[src/rtl/seq_alu.sv]
// seq_alu: registered ALU with a start/busy/done handshake.
// Single-cycle operations finish on the edge that accepts start. MULTU
// (shift-add) and DIVU with a non-zero divisor (restoring division) produce
// one bit per cycle and finish WIDTH edges after start is accepted.
// Results stay in the output registers until the next operation completes.
module seq_alu #(
   parameter int WIDTH   = 32,
   parameter int SHAMT_W = $clog2(WIDTH)
) (
   input  logic               clk,
   input  logic               reset,
   input  logic               start,
   input  logic [3:0]         alu_op,
   input  logic [WIDTH-1:0]   a,
   input  logic [WIDTH-1:0]   b,
   input  logic [SHAMT_W-1:0] shamt,
   output logic               busy,
   output logic               done,
   output logic               zero,
   output logic               overflow,
   output logic [WIDTH-1:0]   result_lo,
   output logic [WIDTH-1:0]   result_hi
);

   localparam int HALF  = WIDTH / 2;
   localparam int CNT_W = $clog2(WIDTH) + 1;

   localparam logic [3:0] OP_AND   = 4'b0000;
   localparam logic [3:0] OP_OR    = 4'b0001;
   localparam logic [3:0] OP_NOR   = 4'b0010;
   localparam logic [3:0] OP_ADD   = 4'b0011;
   localparam logic [3:0] OP_SUB   = 4'b0100;
   localparam logic [3:0] OP_SLL   = 4'b0101;
   localparam logic [3:0] OP_SRL   = 4'b0110;
   localparam logic [3:0] OP_MULTU = 4'b0111;
   localparam logic [3:0] OP_DIVU  = 4'b1000;
   localparam logic [3:0] OP_SRA   = 4'b1001;
   localparam logic [3:0] OP_SLT   = 4'b1010;
   localparam logic [3:0] OP_ORI   = 4'b1100;
   localparam logic [3:0] OP_LUI   = 4'b1101;
   localparam logic [3:0] OP_ADDI  = 4'b1110;

   typedef enum logic [1:0] {
      IDLE = 2'd0,
      MUL  = 2'd1,
      DIV  = 2'd2
   } state_e;

   state_e               state_q, state_d;
   logic [CNT_W-1:0]     count_q, count_d;
   logic [WIDTH-1:0]     opnd_q, opnd_d;
   logic [2*WIDTH-1:0]   acc_q, acc_d;
   logic [WIDTH-1:0]     resLo_q, resLo_d;
   logic [WIDTH-1:0]     resHi_q, resHi_d;
   logic                 zero_q, zero_d;
   logic                 ovf_q, ovf_d;
   logic                 done_q, done_d;

   logic [WIDTH-1:0]     sumAB, diffAB;
   logic                 sltBit;
   logic [WIDTH-1:0]     scLo, scHi;
   logic                 scOvf;
   logic                 lastIter;

   logic [WIDTH-1:0]     mulAddend;
   logic [WIDTH:0]       mulSum;
   logic [2*WIDTH-1:0]   mulNext;
   logic [WIDTH:0]       divShift, divDiff;
   logic                 divFits;
   logic [WIDTH-1:0]     divRemNext;
   logic [2*WIDTH-1:0]   divNext;

   // Result of every operation that completes in the same cycle it is accepted
   always_comb begin
      sumAB  = a + b;
      diffAB = a - b;
      sltBit = $signed(a) < $signed(b);
      scLo   = '0;
      scHi   = '0;
      scOvf  = 1'b0;
      case (alu_op)
         OP_AND:  scLo = a & b;
         OP_OR:   scLo = a | b;
         OP_NOR:  scLo = ~(a | b);
         OP_ADD, OP_ADDI: begin
            scLo  = sumAB;
            scOvf = (a[WIDTH-1] == b[WIDTH-1]) && (sumAB[WIDTH-1] != a[WIDTH-1]);
         end
         OP_SUB: begin
            scLo  = diffAB;
            scOvf = (a[WIDTH-1] != b[WIDTH-1]) && (diffAB[WIDTH-1] != a[WIDTH-1]);
         end
         OP_SLL:  scLo = a << shamt;
         OP_SRL:  scLo = a >> shamt;
         OP_SRA:  scLo = $signed(a) >>> shamt;
         OP_SLT:  scLo = {{(WIDTH-1){1'b0}}, sltBit};
         OP_ORI:  scLo = a | b;
         OP_LUI:  scLo = {b[HALF-1:0], {HALF{1'b0}}};
         OP_DIVU: begin
            scLo  = '1;
            scHi  = a;
            scOvf = 1'b1;
         end
         default: begin
            scLo  = '0;
            scHi  = '0;
            scOvf = 1'b0;
         end
      endcase
   end

   // One shift-add multiply step and one restoring divide step on the accumulator
   always_comb begin
      mulAddend  = acc_q[0] ? opnd_q : '0;
      mulSum     = {1'b0, acc_q[2*WIDTH-1:WIDTH]} + {1'b0, mulAddend};
      mulNext    = {mulSum, acc_q[WIDTH-1:1]};
      divShift   = {acc_q[2*WIDTH-1:WIDTH], acc_q[WIDTH-1]};
      divDiff    = divShift - {1'b0, opnd_q};
      divFits    = ~divDiff[WIDTH];
      divRemNext = divFits ? divDiff[WIDTH-1:0] : divShift[WIDTH-1:0];
      divNext    = {divRemNext, acc_q[WIDTH-2:0], divFits};
   end

   assign lastIter = (count_q == CNT_W'(WIDTH - 1));

   // Next-state logic: accept work in IDLE, iterate in MUL/DIV, write results on completion
   always_comb begin
      state_d = state_q;
      count_d = count_q;
      opnd_d  = opnd_q;
      acc_d   = acc_q;
      resLo_d = resLo_q;
      resHi_d = resHi_q;
      zero_d  = zero_q;
      ovf_d   = ovf_q;
      done_d  = 1'b0;
      case (state_q)
         IDLE: begin
            if (start) begin
               if (alu_op == OP_MULTU) begin
                  opnd_d  = a;
                  acc_d   = {{WIDTH{1'b0}}, b};
                  count_d = '0;
                  state_d = MUL;
               end else if ((alu_op == OP_DIVU) && (b != '0)) begin
                  opnd_d  = b;
                  acc_d   = {{WIDTH{1'b0}}, a};
                  count_d = '0;
                  state_d = DIV;
               end else begin
                  resLo_d = scLo;
                  resHi_d = scHi;
                  zero_d  = (scLo == '0);
                  ovf_d   = scOvf;
                  done_d  = 1'b1;
               end
            end
         end
         MUL: begin
            acc_d   = mulNext;
            count_d = count_q + CNT_W'(1);
            if (lastIter) begin
               state_d = IDLE;
               resLo_d = mulNext[WIDTH-1:0];
               resHi_d = mulNext[2*WIDTH-1:WIDTH];
               zero_d  = (mulNext == '0);
               ovf_d   = 1'b0;
               done_d  = 1'b1;
            end
         end
         DIV: begin
            acc_d   = divNext;
            count_d = count_q + CNT_W'(1);
            if (lastIter) begin
               state_d = IDLE;
               resLo_d = divNext[WIDTH-1:0];
               resHi_d = divNext[2*WIDTH-1:WIDTH];
               zero_d  = (divNext[WIDTH-1:0] == '0);
               ovf_d   = 1'b0;
               done_d  = 1'b1;
            end
         end
         default: state_d = IDLE;
      endcase
   end

   // State and result registers; reset aborts any iteration without a done pulse
   always_ff @(posedge clk) begin
      if (reset) begin
         state_q <= IDLE;
         count_q <= '0;
         opnd_q  <= '0;
         acc_q   <= '0;
         resLo_q <= '0;
         resHi_q <= '0;
         zero_q  <= 1'b0;
         ovf_q   <= 1'b0;
         done_q  <= 1'b0;
      end else begin
         state_q <= state_d;
         count_q <= count_d;
         opnd_q  <= opnd_d;
         acc_q   <= acc_d;
         resLo_q <= resLo_d;
         resHi_q <= resHi_d;
         zero_q  <= zero_d;
         ovf_q   <= ovf_d;
         done_q  <= done_d;
      end
   end

   assign busy      = (state_q != IDLE);
   assign done      = done_q;
   assign zero      = zero_q;
   assign overflow  = ovf_q;
   assign result_lo = resLo_q;
   assign result_hi = resHi_q;

endmodule

[config.mk]
export PLATFORM = sky130hd
export DESIGN_NAME = seq_alu
export DESIGN_NICKNAME = d
export VERILOG_FILES = /design/src/rtl/seq_alu.sv
export SDC_FILE = /design/constraint.sdc
export NUM_CORES = 1
export LEC_CHECK = 0
export ABC_CLOCK_PERIOD_IN_PS = 5800
export BUFFER_PORTS_ARGS = -buffer_cell sky130_fd_sc_hd__buf_4
export CAP_MARGIN = 25
export CORE_MARGIN = 4
export CORE_UTILIZATION = 37
export DETAILED_ROUTE_END_ITERATION = 10
export REMOVE_ABC_BUFFERS = 1
export SYNTH_ARGS = -nofsm -noshare
export SYNTH_HDL_FRONTEND = slang
export SYNTH_SLANG_ARGS = --single-unit
[constraint.sdc]
create_clock -name clk -period 5.8 [get_ports clk]
set_input_delay 0.87 -clock clk [delete_from_list [all_inputs] [get_ports clk]]
set_output_delay 0.87 -clock clk [all_outputs]
set_load 0.03 [all_outputs]
* Word-level counts from Yosys, hierarchy flattened
Index checks and enable logic that the tools add are counted.
** Storage, ports and cells
- Flip-flop bits (word level) :: 171
- Input port bits :: 76
** Operators by class
- $add $sub $neg :: 5
- Order comparisons :: 1
- Equality and inequality tests :: 27
- Shift operators :: 3
- Multiplexer cells :: 48
- Bitwise logic cells :: 4
- Reductions and logical operators :: 22
** Operator list (count)
- 32-bit two-way mux :: 15
- 32-bit one-hot mux with 11 select lines :: 1
- 64-bit two-way mux :: 3
- 32-bit one-hot mux with 3 select lines :: 2
- 64-bit one-hot mux with 3 select lines :: 1
- 32-bit logical NOT :: 2
- 64-bit logical NOT :: 1
- 32-bit by 32-bit adder with 33-bit output :: 1
- 33-bit by 32-bit subtractor with 33-bit output :: 1
- 32-bit adder :: 1
- 32-bit AND :: 1
- 32-bit < comparator :: 1
- 32-bit NOT :: 1
- 32-bit bitwise OR :: 1
- 32-bit nonzero test :: 1
- 32-bit by 5-bit left shift with 32-bit output :: 1
- 32-bit by 5-bit >> shifter with 32-bit output :: 1
- 32-bit by 5-bit >>> shifter with 32-bit output :: 1
- 32-bit subtractor :: 1
- 4-bit == test (second input constant) :: 6
- 6-bit two-way mux :: 3
- 4-bit by 3-bit == test with 1-bit output (second input constant) :: 4
- 1-bit two-way mux :: 13
- 6-bit one-hot mux with 2 select lines :: 1
- 25 further kinds :: 46

* Logic depth before layout (Yosys ltp)
- Word-level depth :: 8
- Depth in mapped cells :: 17
- Mapped depth without buffers :: 15

* Least setup slack after synthesis
No wires, ideal clock.
- Path kind :: input -> register
- Start point :: input port a[0]
- End point :: register zero_q, in the netlist zero
- Library setup time :: 0.069 ns
- Arrival time :: 4.013 ns
- Data required time :: 5.731 ns
- Slack :: 1.718 ns
- Stages :: 15
- Path through :: clkbuf_1 inv_1 ha_1 fa_1 nor2_1 o311ai_0 o211ai_1 a311oi_1 a211o_1 a221o_1 nor4_1 nand4_1 nor4_1 nand4_1 o21ai_1
** Between the ends
- Cells in the longest elaborated chain, start to end :: 8
- Elaborated cells on any way between the ends :: 15
- Those cells by class :: add/sub: 2; order compare: 1; shift: 3; mux: 5; bitwise: 3; reduce/logical: 1
** RTL lines
- start, declared :: line 14 : input logic [WIDTH-1:0] a,
- parallel branches: the longest is 2 deep, another holds 32-bit subtractor
- 32-bit one-hot mux with 11 select lines (*) :: line 81 : case (alu_op)
- 32-bit logical NOT (*) :: line 153 : zero_d = (scLo == '0);
- 1-bit two-way mux (*) :: line 145 : end else if ((alu_op == OP_DIVU) && (b != '0)) begin
- 1-bit two-way mux (*) :: line 140 : if (alu_op == OP_MULTU) begin
- 1-bit two-way mux (*) :: line 139 : if (start) begin
- 1-bit one-hot mux with 3 select lines (*) :: line 137 : case (state_q)
- end signal, assigned :: line 206 : zero_q <= zero_d;
- end, declared :: line 55 : logic zero_q, zero_d;
Mark *: on every way between the ends. The select of a mux whose other input is x is not followed.
A chain may end at the register's enable or synchronous reset.

* Worst setup path in the final report
- Start point :: input port shamt[1]
- End point :: register zero_q, in the netlist zero
** Between the ends
- Cells in the longest elaborated chain, start to end :: 7
- Elaborated cells on any way between the ends :: 9
- Those cells by class :: shift: 3; mux: 5; reduce/logical: 1
** RTL lines
- start, declared :: line 16 : input logic [SHAMT_W-1:0] shamt,
- 32-bit by 5-bit >>> shifter with 32-bit output, or another cell as far along :: line 95 : OP_SRA: scLo = $signed(a) >>> shamt;
- 32-bit one-hot mux with 11 select lines (*) :: line 81
- 32-bit logical NOT (*) :: line 153
- 1-bit two-way mux (*) :: line 145
- 1-bit two-way mux (*) :: line 140
- 1-bit two-way mux (*) :: line 139
- 1-bit one-hot mux with 3 select lines (*) :: line 137
Every way passes the cells marked *; elsewhere a longest branch is shown, timed or not. The select of a mux whose other input is x is not followed.

==> impl_metrics.ini <==
[floorplanning]
rows = 90
start_util_pct = 37.4
ioPinCount = 144
dieArea_mm2 = 0.0650
die_height_um = 255
die_x_um = 255
core_mm2 = 0.0604

[global_routing]
grt_pass1_wl_um = 174000
grt_overflow_total = 0
grt.total_usage_pct = 35.9
grt_pass1_vias = 24900
antenna_found_initial = 6
grt_max_degree = 67

[drt]
first_pass_iters = 9
vias = 26500
drt_wl_total_um = 120000
post_drt_wl_per_cell_um = 30.5
viasPerCell = 6.72
drc_errors = 0
initialDrtViolationCount = 3496
ant_nets = 0

[timing]
slew-limit-headroom_pct = 25.5
timing.fmax_mhz = 185
worst_slew_pin_slew_ns = 1.11
hold_violations = 0
min_period_over_period_pct = 93.1
fin_skew_ns = 0.0161
slew_viol_final = 0
final.min_clock_period_ns = 5.40
fin_ws_ns = 0.399
setup_violations = 0
rsz0062_at_grt = no

[setup_path]
timing.rr.start = acc_q[31]
rr_worst_depth = 16
start_kind = primary input
crit_arrival_ns = 5.81
required_ns = 6.21
crit_path_max_fanout = 50
cp-startpoint = shamt[1]
slowest_stage = o31ai_1
cp_slowest_stage_delay_ns = 0.82
worst_setup_path_end_kind = register
worstPathCellList = buf_4, mux4_2, a221o_1, o21ai_0, nor2_1, nor3_1, nand2_1, o31ai_1, nand4_1, nor4_1, buf_4, nand4_1, o21ai_1
worstSetupPathType = primary input to register

[cells_and_area]
area_delta_synth_final_pct = 10.9
drive_above_1_share_pct = 13.3
final_cell_count_no_fill = 3944
fin_util_pct = 41.4
final_nets = 3403

[pwr]
p_leak_nw = 10.0
intPower_mw = 2.73
combinationalPowerShare_pct = 51.7
vdd_ir_drop_max_mv = 0.234
powerDensity_mw_per_mm2 = 207
seq_power_share_pct = 26.1
clkPwrFrac_pct = 22.2
p_switching_mw = 2.45
switching_share_pct = 47.3

[cts]
cts_setup_buffers = 0
cts_tree = built
clk_path_buf_depth = 2
cts_root_buf = clkbuf_16
cts_resized = 0
numCtsBuffers = 17
clk_pin_slew_ns = 0.07
clkSinkCount = 171
h-tree-depth = 4
holdBufCountCts = 0
clock_latency_ns = 0.50

[logic_synthesis]
seq_area_frac_synth_pct = 15.2
synth_area_mm2 = 0.0226
post_synth_num_cell_types = 95
syn_avg_cell_area_um2 = 7.19
ys_seq_elements = 171
synth_edf_count = 0
async_flop_share_pct = 0
ys_warn_count = 0
ys.flop_type = dfxtp_1
synthCells = 3140

[worst_hold_path]
hold_depth = 2
hp-class = register to register
worstHoldStart = result_lo[26]

[placed_design]
place_congestion = 1.06
hpwlAfterDp_um = 92200
pre_cts_slack_ns = 0.00799
dp.cells = 3909
io_buffers = 143

[job]
drv_cap = 0

[status]
status = complete, no violations
critical path: cells and delay by family:
family	cells	cell delay, ns
buffers and inverters	2	0.88
AND/OR/NAND/NOR	6	1.68
multiplexers	1	0.67
AO/OA/AOI/OAI	4	1.62
cells in the mapped netlist (29+ instances only):
library cell / count / area (um2)
a211oi_1: 49 / 368
a21o_1: 38 / 285
a21oi_1: 248 / 1240
a221oi_1: 29 / 254
a222oi_1: 38 / 380
a22o_1: 43 / 377
a311oi_1: 40 / 350
and2_1: 49 / 307
buf_2: 43 / 215
clkbuf_1: 188 / 706
dfxtp_1: 171 / 3420
ha_1: 177 / 2210
inv_1: 147 / 552
mux2_2: 34 / 383
mux2i_1: 56 / 561
mux4_2: 51 / 1150
nand2_1: 380 / 1430
nand3_1: 72 / 360
nand4_1: 48 / 300
nor2_1: 300 / 1130
nor3_1: 56 / 280
nor4_1: 42 / 263
o211ai_1: 45 / 338
o21ai_0: 231 / 1160
o31ai_1: 34 / 255
xnor2_1: 54 / 473
power groups by stage:
stage	registers [mW]	logic (mW)	clock network, mW
after floorplan	1.54	1.30	0
after global placement	1.38	2.63	0
after detailed placement	1.38	2.60	0
after CTS	1.35	2.61	1.17
after global routing	1.36	2.81	1.21
final	1.35	2.67	1.15
per-stage QoR:
step | hold WS (ns) | setup TNS (ns) | total power, mW | instance area (um2)
6_report | 0.454 | 0 | 5.18 | 25000
5_1_grt | 0.472 | 0 | 5.39 | 25000
4_1_cts | 0.455 | 0 | 5.14 | 25000
3_5_place_dp | 0.444 | 0 | 3.98 | 24500
3_3_place_gp | 0.441 | 0 | 4.01 | 24500
2_1_floorplan | 0.460 | -14.82 | 2.83 | 21500
sequential cells by signal (all words and copies together), names as in the netlist:
register	cells
overflow	1
zero	1
count_q	6
opnd_q	32
result_lo	32
state_q	2
result_hi	32
acc_q	64
done	1
placed cells by master (no fill, tap or decap), drive strengths merged, types with 18 or more instances in the layout:
| cell | instances |
|---|---|
| nand2 | 380 |
| nor2 | 300 |
| a21oi | 248 |
| buf | 246 |
| o21ai | 237 |
| ha | 177 |
| dfxtp | 171 |
| inv | 153 |
| nand3 | 72 |
| nor3 | 57 |
| mux2i | 56 |
| xnor2 | 54 |
| mux4 | 54 |
| and2 | 49 |
| a211oi | 49 |
| nand4 | 48 |
| o211ai | 45 |
| a22o | 43 |
| nor4 | 42 |
| a311oi | 40 |
| a21o | 38 |
| a222oi | 38 |
| mux2 | 35 |
| o31ai | 34 |
| a221oi | 29 |
| xor2 | 28 |
| o22ai | 27 |
| o21bai | 22 |
| nand2b | 21 |
| clkbuf | 21 |
| a211o | 20 |
| a31oi | 19 |
| nor2b | 18 |
worst paths after layout:
check / to / slack, ns
hold reg to reg: result_lo[26] / 0.45
hold / removal: result_lo[26] / 0.45
setup reg to reg: zero / 1.24
setup / recovery: zero / 0.40
cell families (layout without fill, tap and decap cells):
| group | after synthesis | after routing | share of synthesized area (%) |
|---|---|---|---|
| AOI/OAI and AO/OA | 1069 | 1069 | 32.3 |
| xor gates and xnor gates | 82 | 82 | 3.18 |
| adders and majority gates | 181 | 181 | 10.2 |
| buffers and inverters | 416 | 435 | 7.34 |
| DFF | 171 | 171 | 15.2 |
| muxes | 145 | 145 | 9.69 |
| other | 0 | 3 | 0 |
| and+or+nand+nor | 1076 | 1076 | 22.1 |
layer usage:
metal,up-vias,track usage [%],share of wire [%]
li1,11700,-,-
met1,12700,46.4,40
met2,1663,56.2,44
met3,355,7.80,9.9
met4,2,19.1,6.5
met5,-,0,0.010
final cells by class:
class | instances | area [um2]
diodes | 3 | 7.51
clock buffers | 21 | 460
clock inverters | 11 | 87.6
fillers | 6420 | 35300
inverters | 157 | 589
multi-input cells | 2553 | 17600
flip-flops and latches | 171 | 3420
well taps | 782 | 978
repair buffers | 246 | 1880
No activity file was read; power rests on OpenSTA's default activity.
